==> config.mk <==
export PLATFORM = sky130hd
export DESIGN_NAME = clk_period_meter
export DESIGN_NICKNAME = d
export VERILOG_FILES = /design/src/rtl/freq_meas_pkg.sv /design/src/rtl/sync_edge_det.sv /design/src/rtl/clk_period_meter.sv
export SDC_FILE = /design/constraint.sdc
export NUM_CORES = 1
export LEC_CHECK = 0
export ABC_AREA = 0
export CAP_MARGIN = 20
export CORE_ASPECT_RATIO = 2
export CORE_MARGIN = 1.5
export CORE_UTILIZATION = 43
export CTS_BUF_LIST = sky130_fd_sc_hd__clkbuf_4 sky130_fd_sc_hd__clkbuf_8
export DETAILED_ROUTE_END_ITERATION = 10
export HOLD_SLACK_MARGIN = 0.05
export PLACE_DENSITY_LB_ADDON = 0.08
export SKIP_LAST_GASP = 1
export SYNTH_ARGS = -nofsm -noshare
export SYNTH_HDL_FRONTEND = slang
export SYNTH_SLANG_ARGS = --single-unit
==> constraint.sdc <==
create_clock -name clk -period 4.8 [get_ports clk]
set_input_delay 0.96 -clock clk [delete_from_list [all_inputs] [get_ports clk]]
set_output_delay 0.96 -clock clk [all_outputs]
set_load 0.01 [all_outputs]
==> src/rtl/freq_meas_pkg.sv <==
// Shared types and defaults for the clock period meter.
`timescale 1ns/1ps
package freq_meas_pkg;

    localparam int CNT_W_DEF = 16;

    typedef enum logic [0:0] {
        SEEK = 1'b0,
        MEAS = 1'b1
    } state_e;

endpackage

==> src/rtl/sync_edge_det.sv <==
// Synchronises an asynchronous input into the clk domain and emits
// registered single-cycle rise/fall strobes.
`timescale 1ns/1ps
module sync_edge_det #(
    parameter int SYNC_STAGES = 2
) (
    input  logic clk,
    input  logic clr,
    input  logic sig_in,
    output logic rise,
    output logic fall
);

    logic [SYNC_STAGES-1:0] sync_r;
    logic                   dly_r;
    logic                   sync_s;

    assign sync_s = sync_r[SYNC_STAGES-1];

    // Synchroniser chain, one-cycle delay copy and registered edge strobes.
    always_ff @(posedge clk or negedge clr) begin
        if (!clr) begin
            sync_r <= '0;
            dly_r  <= 1'b0;
            rise   <= 1'b0;
            fall   <= 1'b0;
        end else begin
            sync_r <= {sync_r[SYNC_STAGES-2:0], sig_in};
            dly_r  <= sync_s;
            rise   <= sync_s & ~dly_r;
            fall   <= ~sync_s & dly_r;
        end
    end

endmodule

==> src/rtl/clk_period_meter.sv <==
// Measures period and high time of an asynchronous signal in clk cycles,
// with a sticky timeout flag when no edge arrives within the counter range.
`timescale 1ns/1ps
module clk_period_meter
    import freq_meas_pkg::*;
#(
    parameter int CNT_W       = CNT_W_DEF,
    parameter int SYNC_STAGES = 2
) (
    input  logic             clk,
    input  logic             clr,
    input  logic             sig_in,
    output logic [CNT_W-1:0] period,
    output logic [CNT_W-1:0] high_time,
    output logic             is_odd,
    output logic             meas_valid,
    output logic             ovf
);

    localparam logic [CNT_W-1:0] CNT_MAX = {CNT_W{1'b1}};
    localparam logic [CNT_W-1:0] CNT_ONE = {{(CNT_W-1){1'b0}}, 1'b1};

    state_e           state_r;
    logic [CNT_W-1:0] cnt_r;
    logic [CNT_W-1:0] hi_cnt_r;
    logic             rise_s;
    logic             fall_s;

    sync_edge_det #(
        .SYNC_STAGES(SYNC_STAGES)
    ) u_sync_edge_det (
        .clk   (clk),
        .clr   (clr),
        .sig_in(sig_in),
        .rise  (rise_s),
        .fall  (fall_s)
    );

    // Measurement FSM: counts cycles between rises, latches the fall point,
    // and a rise coinciding with the count limit still counts as a measurement.
    always_ff @(posedge clk or negedge clr) begin
        if (!clr) begin
            state_r    <= SEEK;
            cnt_r      <= '0;
            hi_cnt_r   <= '0;
            period     <= '0;
            high_time  <= '0;
            is_odd     <= 1'b0;
            meas_valid <= 1'b0;
            ovf        <= 1'b0;
        end else begin
            meas_valid <= 1'b0;
            case (state_r)
                SEEK: begin
                    if (rise_s) begin
                        cnt_r    <= CNT_ONE;
                        hi_cnt_r <= '0;
                        state_r  <= MEAS;
                    end
                end
                MEAS: begin
                    if (rise_s) begin
                        period     <= cnt_r;
                        high_time  <= hi_cnt_r;
                        is_odd     <= cnt_r[0];
                        meas_valid <= 1'b1;
                        ovf        <= 1'b0;
                        cnt_r      <= CNT_ONE;
                        hi_cnt_r   <= '0;
                    end else if (cnt_r == CNT_MAX) begin
                        ovf     <= 1'b1;
                        state_r <= SEEK;
                    end else begin
                        cnt_r <= cnt_r + CNT_ONE;
                        if (fall_s) begin
                            hi_cnt_r <= cnt_r;
                        end
                    end
                end
                default: begin
                    state_r <= SEEK;
                end
            endcase
        end
    end

endmodule

==> impl_metrics.env, run 1 <==
export IMPL_status="finished, final reports clean"
export IMPL_p_int_w=0.000982
export IMPL_worstPathMaxFanout=3
export IMPL_drive_gt1_frac=0.201
export IMPL_synth_area_top_cells="dfrtp_1 59%, mux2_2 12%, a21oi_1 4.9%, nand4_1 4.3%, o21ai_0 3.9%"
export IMPL_grt_pass1_wl_um=10800
export IMPL_vias_per_cell=5.53
export IMPL_synth_top_area_cell="dfrtp_1"
export IMPL_cts_root_buf="clkbuf_8"
export IMPL_antenna_found_initial=0
export IMPL_cp_start_kind="flop"
export IMPL_hold_violations=0
export IMPL_synth_edf_count=0
export IMPL_dp_final_hpwl_um=4320
export IMPL_htreeDepth=3
export IMPL_whs_path_depth=0
export IMPL_cp_data_arrival_time_ns=1.26
export IMPL_syn_area_per_cell_um2=11.7
export IMPL_cp_cell_sequence="clkdlybuf4s50_1"
export IMPL_cts_num_sinks=72
export IMPL_vias=2147
export IMPL_ant_nets=0
export IMPL_setup_viol=0
export IMPL_crit_family="buffers and inverters"
export IMPL_regToRegStartpoint="cnt_r[0]"
export IMPL_diodes=0
export IMPL_ys_warnings_count=0
export IMPL_finalSetupTns_ns=0
export IMPL_worst_r2r_path_depth=5
export IMPL_gp_congestion=0.841
export IMPL_ys_types=33
export IMPL_ir_drop_uv=246
export IMPL_synth_seq_area_share=0.592
export IMPL_critical_path_class="flop to output pin"
export IMPL_tightest_slew_ns=0.560
export IMPL_netlist_instances=261
export IMPL_clock_fmax_mhz=451
export IMPL_cp_buffers_inverters=1
export IMPL_die_area_um2=7620
export IMPL_clkPwrFrac=0.331
export IMPL_pwr_share_comb=0.131
export IMPL_final_cell_mix="72 x dfrtp_1, 36 x clkdlybuf4s50_1, 32 x mux2_2, 30 x a21oi_1, 24 x o21ai_0"
export IMPL_slew_viol_final=0
export IMPL_final_common_cell="dfrtp_1"
export IMPL_port_buffers=37
export IMPL_p_per_area_nw_per_um2=362
export IMPL_path_clk_slew_ns=0.07
export IMPL_relSlewSlack=0.627
export IMPL_clock_latency_ns=0.34
export IMPL_grt_usage=0.185
export IMPL_power_frac_seq=0.538
export IMPL_routedWlPerCell_um=16.7
export IMPL_end_kind="output pin"
export IMPL_initial_core_util=0.442
export IMPL_final_core_util=0.533
export IMPL_die_h_um=122
export IMPL_synthesis_area_um2=3040
export IMPL_clockBufferDepth=2
export IMPL_synthFlopType="dfrtp_1"
export IMPL_hold_path_class="flop to flop"
export IMPL_ys_ff_latch=72
export IMPL_area_growth_pct=20.7
export IMPL_crit_required_ns=3.84
export IMPL_nNetsFinal=297
export IMPL_hold_buffers=0
export IMPL_fill_cells=682
export IMPL_min_period_over_period=0.462
export IMPL_cts_made_buffers=9
export IMPL_hp_start="u_sync_edge_det.sync_r[0]"
export IMPL_swShare=0.262
export IMPL_cellLeakagePower_nw=1.60
export IMPL_ys_async_sr_fraction=1.00
export IMPL_maxCapViolations=0
export IMPL_drt_iter0_drc=103
export IMPL_grt_max_degree=47
export IMPL_slowest_stage="clkdlybuf4s50_1"
export IMPL_die_w_um=62.5
export IMPL_drt_wl_total_um=6500
export IMPL_cpPeakStageDelay_ns=0.54
export IMPL_post_cts_resized=0
export IMPL_num_rows=43
export IMPL_finClkSkew_ns=0.00702
export IMPL_core_area_um2=6890
export IMPL_overflow=0
export IMPL_post_cts_buffers=0
export IMPL_crit_start="period[0]"
export IMPL_synth_top_cell_area_share=0.592
export IMPL_syn_num_nets=265
export IMPL_ios=38
export IMPL_worst_path_stages=1
export IMPL_cts_tree="built"
export IMPL_first_pass_iters=4
export IMPL_drc=0
export IMPL_final_min_clock_period_ns=2.22
export IMPL_p_sw_w=0.000348
export IMPL_first_global_vias=2168
export IMPL_rsz0062_at_grt="no"
cells by family (layout without fill, tap and decap cells):
group,count (synthesis),in the layout,share of synthesized area
flip-flops,72,72,0.592
AND/OR/NAND/NOR,67,67,0.135
AO/OA/AOI/OAI,64,64,0.114
multiplexers,32,32,0.118
buffers and inverters,25,62,0.0362
adder cells (fa/ha/maj),1,1,0.00411
Yosys cell counts, drive strengths merged, types with 3 or more instances:
| library cell | instances |
|---|---|
| inv | 3 |
| dfrtp | 72 |
| nor4 | 4 |
| o21ai | 24 |
| mux2 | 32 |
| buf | 9 |
| nor2 | 5 |
| nand2 | 6 |
| clkbuf | 13 |
| nand3 | 8 |
| nand4 | 23 |
| nor2b | 4 |
| a21oi | 30 |
| o31ai | 3 |
| or4 | 5 |
| or3 | 7 |
power groups by stage:
stage          Sequential (W)  Combinational (W)  Clock, W
5_1_grt              0.000722           0.000191  0.000483
6_report             0.000716           0.000174  0.000440
2_1_floorplan        0.000703           0.000101         0
3_5_place_dp         0.000727           0.000176         0
4_1_cts              0.000716           0.000176  0.000459
3_3_place_gp         0.000725           0.000174         0
layout make-up:
class	count	area (um^2)	share of cell area
flip-flops and latches	72	1800	0.491
inverters	3	11.3	0.00307
multi-input cells	164	1140	0.309
well taps	90	113	0.0307
repair buffers	43	423	0.115
clock buffers	13	173	0.0470
clock inverters	3	15.0	0.00409
per-stage QoR:
step	worst slack, ns	area (um^2)	hold slack [ns]	total power (W)	cells
after floorplan	3.13	3040	0.331	0.000804	261
after global placement	2.64	3460	0.338	0.000899	371
after detailed placement	2.60	3460	0.340	0.000903	371
after CTS	2.55	3650	0.356	0.00135	387
after global routing	2.52	3670	0.370	0.00140	388
final	2.58	3670	0.353	0.00133	388
sequential cells by signal, indices dropped and copies added, names as in the netlist, 2 cells and up:
| signal | count |
|---|---|
| high_time | 16 |
| u_sync_edge_det.sync_r | 2 |
| period | 16 |
| hi_cnt_r | 16 |
| cnt_r | 16 |
path summary, 6_finish.rpt:
| check | to | slack [ns] |
|---|---|---|
| max | is_odd | 2.58 |
| min | u_sync_edge_det.sync_r[1] | 0.35 |
| max reg2reg | cnt_r[0] | 2.83 |
| min reg2reg | u_sync_edge_det.sync_r[1] | 0.35 |
| max in group asynchronous | hi_cnt_r[11] | 3.49 |
| min in group asynchronous | high_time[12] | 0.44 |
layer usage:
layer  wire (um)  up-vias  GRT usage
li1            -     1027          -
met1        2630     1048      0.220
met2        3420       55      0.302
met3         243       17     0.0434
met4         204        0      0.114
met5           0        -          0
No activity file was read; power rests on OpenSTA's default activity.
==> run 2, diff against run 1 <==
- clock period: 4.8 -> 2.2 ns (I/O delays scaled with it)
==> impl_metrics.env, run 2 (synthesis results as in run 1) <==
export IMPL_status="finished, final reports clean"
export IMPL_port_buffers=37
export IMPL_dp_final_hpwl_um=4820
export IMPL_worstPathMaxFanout=17
export IMPL_p_int_w=0.00216
export IMPL_design_area_um2=3700
export IMPL_cp_start_kind="flop"
export IMPL_drive_gt1_frac=0.209
export IMPL_pwr_share_comb=0.134
export IMPL_hold_path_class="input port to asynchronous set/reset pin"
export IMPL_p_per_area_nw_per_um2=800
export IMPL_first_global_vias=2205
export IMPL_p_sw_w=0.000794
export IMPL_min_period_over_period=0.863
export IMPL_path_clk_slew_ns=0.07
export IMPL_post_cts_resized=0
export IMPL_cellLeakagePower_nw=1.61
export IMPL_multiInputGateArea_um2=1140
export IMPL_final_cell_mix="72 x dfrtp_1, 36 x clkdlybuf4s50_1, 32 x mux2_2, 30 x a21oi_1, 24 x o21ai_0"
export IMPL_initial_core_util=0.442
export IMPL_die_w_um=62.5
export IMPL_swShare=0.268
export IMPL_maxCapViolations=0
export IMPL_ant_nets=0
export IMPL_cpPeakStageDelay_ns=0.47
export IMPL_grt_usage=0.204
export IMPL_ir_drop_uv=496
export IMPL_final_min_clock_period_ns=1.90
export IMPL_clkPwrFrac=0.342
export IMPL_cp_data_arrival_time_ns=2.17
export IMPL_layout_area_seq_um2=1800
export IMPL_hold_buffers=0
export IMPL_cts_tree="built"
export IMPL_drc=0
export IMPL_final_common_cell="dfrtp_1"
export IMPL_rsz0062_at_grt="no"
export IMPL_cts_made_buffers=9
export IMPL_critical_path_class="flop to flop"
export IMPL_routedWlPerCell_um=18.0
export IMPL_drt_wl_total_um=7040
export IMPL_crit_family="simple AND/OR/NAND/NOR gates"
export IMPL_post_cts_buffers=0
export IMPL_vias=2209
export IMPL_setup_viol=0
export IMPL_slowest_stage="or4_1"
export IMPL_first_pass_iters=5
export IMPL_clock_fmax_mhz=527
export IMPL_wl_met2_um=3770
export IMPL_power_w=0.00296
export IMPL_die_h_um=122
export IMPL_gp_congestion=0.812
export IMPL_crit_required_ns=2.47
export IMPL_finClkSkew_ns=0.00838
export IMPL_place_area_um2=3510
export IMPL_die_area_um2=7620
export IMPL_fill_cells=673
export IMPL_vias_per_cell=5.65
export IMPL_clockBufferDepth=2
export IMPL_hold_violations=0
export IMPL_slew_viol_final=0
export IMPL_cp_buffers_inverters=1
export IMPL_power_frac_seq=0.524
export IMPL_nNetsFinal=300
export IMPL_drt_iter0_drc=85
export IMPL_overflow=0
export IMPL_cts_root_buf="clkbuf_8"
export IMPL_num_rows=43
export IMPL_cts_num_sinks=72
export IMPL_drt_met1_wl_um=2760
export IMPL_grt_max_degree=73
export IMPL_ios=38
export IMPL_grt_pass1_wl_um=11500
export IMPL_tightest_slew_ns=0.551
export IMPL_core_area_um2=6890
export IMPL_clock_latency_ns=0.35
export IMPL_antenna_found_initial=0
export IMPL_met3_length_um=262
export IMPL_finalSetupTns_ns=0
export IMPL_htreeDepth=3
export IMPL_area_growth_pct=21.6
export IMPL_holdWs_ns=0.118
export IMPL_diodes=0
export IMPL_cp_cell_sequence="ha_1 > nand4_1 > nor4_2 > buf_4 > or4_1 > a21oi_1"
export IMPL_end_kind="flop"
export IMPL_relSlewSlack=0.630
export IMPL_top_layer_used="met4"
==> run 2: cell count changes in the layout (fill, tap and decap cells not counted), sizes merged <==
cell,previous run,this run
clkinvlp,0,2
bufinv,0,1
buf,7,10
clkbuf,13,10
==> run 2: power groups by stage <==
stage / clock network (W) / logic [W] / registers (W)
6_report: 0.00101 / 0.000396 / 0.00155
5_1_grt: 0.00110 / 0.000440 / 0.00157
4_1_cts: 0.00105 / 0.000405 / 0.00155
3_5_place_dp: 0 / 0.000404 / 0.00158
3_3_place_gp: 0 / 0.000404 / 0.00157
2_1_floorplan: 0 / 0.000220 / 0.00153
==> run 2: area by class of cell <==
type	count	area share
Clock buffer	10	0.0355
Clock inverter	6	0.0162
Inverter	3	0.00304
Multi-Input combinational cell	164	0.307
Sequential cell	72	0.487
Tap cell	90	0.0304
Timing Repair Buffer	46	0.120
==> run 2: layer usage <==
layer  vias up  global-route usage
li1       1035                   -
met1      1086               0.227
met2        71               0.352
met3        17              0.0425
met4         0               0.129
met5         -                   0
==> run 2: through the flow <==
step	util	instances	setup slack, ns
floorplan	-	261	0.533
global placement	0.509	375	0.333
detailed placement	0.509	375	0.297
CTS	0.537	391	0.280
global route	0.537	391	0.170
finish	0.537	391	0.302
==> run 2: path summary, 6_finish.rpt <==
path	startpoint	end	slack (ns)	cells after the start
max reg2reg	cnt_r[0]	cnt_r[6]	0.30	6
max	cnt_r[0]	cnt_r[6]	0.30	6
min reg2reg	u_sync_edge_det.sync_r[0]	u_sync_edge_det.sync_r[1]	0.36	0
min in group clk	u_sync_edge_det.sync_r[0]	u_sync_edge_det.sync_r[1]	0.36	0
max in group asynchronous	clr	state_r	1.79	2
min	clr	high_time[12]	0.12	2
==> run 3, diff against run 2 <==
- CTS_BUF_LIST: sky130_fd_sc_hd__clkbuf_4 sky130_fd_sc_hd__clkbuf_8 -> sky130_fd_sc_hd__clkbuf_8
==> impl_metrics.env, run 3 (synthesis results as in run 1) <==
export IMPL_status="finished, final reports clean"
export IMPL_rrSetupSlack_ns=0.30
export IMPL_post_cts_buffers=0
export IMPL_setup_viol=0
export IMPL_power_frac_seq=0.527
export IMPL_clockBufferDepth=2
export IMPL_critical_path_class="flop to flop"
export IMPL_clkPwrFrac=0.339
export IMPL_worstPathMaxFanout=17
export IMPL_cpPeakStageDelay_ns=0.47
export IMPL_cts_tree="built"
export IMPL_maxCapViolations=0
export IMPL_swShare=0.270
export IMPL_final_min_clock_period_ns=1.90
export IMPL_port_buffers=37
export IMPL_crit_required_ns=2.47
export IMPL_final_common_cell="dfrtp_1"
export IMPL_hold_buffers=0
export IMPL_ant_nets=0
export IMPL_critPathCapture="cnt_r[6]"
export IMPL_ir_drop_uv=496
export IMPL_use_met1=0.227
export IMPL_diodes=0
export IMPL_relSlewSlack=0.623
export IMPL_vias_per_cell=5.66
export IMPL_vias=2212
export IMPL_crit_start="cnt_r[0]"
export IMPL_cts_num_sinks=72
export IMPL_pwr_share_comb=0.135
export IMPL_reg2reg_to="cnt_r[6]"
export IMPL_drt_iter0_drc=85
export IMPL_hold_violations=0
export IMPL_cp_cell_sequence="ha_1 > nand4_1 > nor4_2 > buf_4 > or4_1 > a21oi_1"
export IMPL_grt_pass1_wl_um=11500
export IMPL_holdWs_ns=0.117
export IMPL_power_w=0.00294
export IMPL_tightest_slew_ns=0.561
export IMPL_grt_max_degree=73
export IMPL_end_kind="flop"
export IMPL_slew_viol_final=0
export IMPL_cts_root_buf="clkbuf_8"
export IMPL_worst_slack_ns=0.301
export IMPL_grt_busiest_layer="met2"
export IMPL_routedWlPerCell_um=18.0
export IMPL_die_area_um2=7620
export IMPL_htreeDepth=3
export IMPL_num_rows=43
export IMPL_first_global_vias=2205
export IMPL_p_per_area_nw_per_um2=796
export IMPL_clock_latency_ns=0.35
export IMPL_drive_gt1_frac=0.206
export IMPL_post_place_ws_ns=0.297
export IMPL_core_area_um2=6890
export IMPL_regToRegStartpoint="cnt_r[0]"
export IMPL_drc=0
export IMPL_clock_fmax_mhz=526
export IMPL_p_int_w=0.00215
export IMPL_worst_r2r_path_depth=6
export IMPL_min_period_over_period=0.863
export IMPL_finClkSkew_ns=0.00829
export IMPL_antenna_found_initial=0
export IMPL_ios=38
export IMPL_drt_wl_total_um=7040
export IMPL_cp_data_arrival_time_ns=2.17
export IMPL_first_pass_iters=5
export IMPL_die_w_um=62.5
export IMPL_grt_usage=0.204
export IMPL_gp_congestion=0.812
export IMPL_grt_use_met2=0.352
export IMPL_dp_final_hpwl_um=4820
export IMPL_final_cell_mix="72 x dfrtp_1, 36 x clkdlybuf4s50_1, 32 x mux2_2, 30 x a21oi_1, 24 x o21ai_0"
export IMPL_cellLeakagePower_nw=1.61
export IMPL_post_cts_resized=0
export IMPL_final_core_util=0.537
export IMPL_use_met3=0.0425
export IMPL_p_sw_w=0.000794
export IMPL_rsz0062_at_grt="no"
export IMPL_slowest_stage="or4_1"
export IMPL_hold_path_class="input port to asynchronous set/reset pin"
export IMPL_die_h_um=122
export IMPL_initial_core_util=0.442
export IMPL_finalSetupTns_ns=0
export IMPL_cts_made_buffers=9
export IMPL_area_growth_pct=21.5
export IMPL_nNetsFinal=300
export IMPL_overflow=0
export IMPL_path_clk_slew_ns=0.07
export IMPL_cp_start_kind="flop"
## run 3: per-stage QoR
step                cells  instance area (um^2)
finish                391                  3690
global route          391                  3690
CTS                   391                  3690
detailed placement    375                  3510
global placement      375                  3510
floorplan             261                  3040
## run 3: layout make-up
type / instances / area (um^2)
multi-input combinational: 164 / 1140
inverter: 3 / 11.3
tap: 90 / 113
clock inverter: 7 / 63.8
sequential: 72 / 1800
timing repair buffer: 46 / 445
clock buffer: 9 / 124
fill: 673 / 3190
## run 3: power by group through the flow
stage	Sequential, W	Clock, W	Combinational (W)
after detailed placement	0.00158	0	0.000404
after global routing	0.00157	0.00109	0.000440
final	0.00155	0.000996	0.000396
after CTS	0.00155	0.00104	0.000405
after floorplan	0.00153	0	0.000220
after global placement	0.00157	0	0.000404
## run 3: how the worst min path moves through the flow
stage	start	endpoint	slack (ns)	cells past startpoint
final	clr	high_time[12]	0.12	2
after global routing	clr	high_time[12]	0.13	2
after CTS	clr	period[4]	0.11	2
after detailed placement	u_sync_edge_det.sync_r[0]	u_sync_edge_det.sync_r[1]	0.34	0
after global placement	u_sync_edge_det.sync_r[0]	u_sync_edge_det.sync_r[1]	0.34	0
after floorplan	clr	cnt_r[0]	0.14	0
## run 3: critical path, delay by kind of cell (launching register included)
family / cells / cell delay (ns)
adder cells (fa/ha/maj): 1 / 0.29
AO/OA/AOI/OAI: 1 / 0.18
buffers and inverters: 1 / 0.20
AND/OR/NAND/NOR: 3 / 0.70
flip-flops: 1 / 0.44
## run 3: layer usage
metal | vias to the layer above | share of wire
met1 | 1090 | 0.39
met5 | - | 0
met3 | 15 | 0.036
li1 | 1035 | -
met4 | 0 | 0.035
met2 | 72 | 0.54
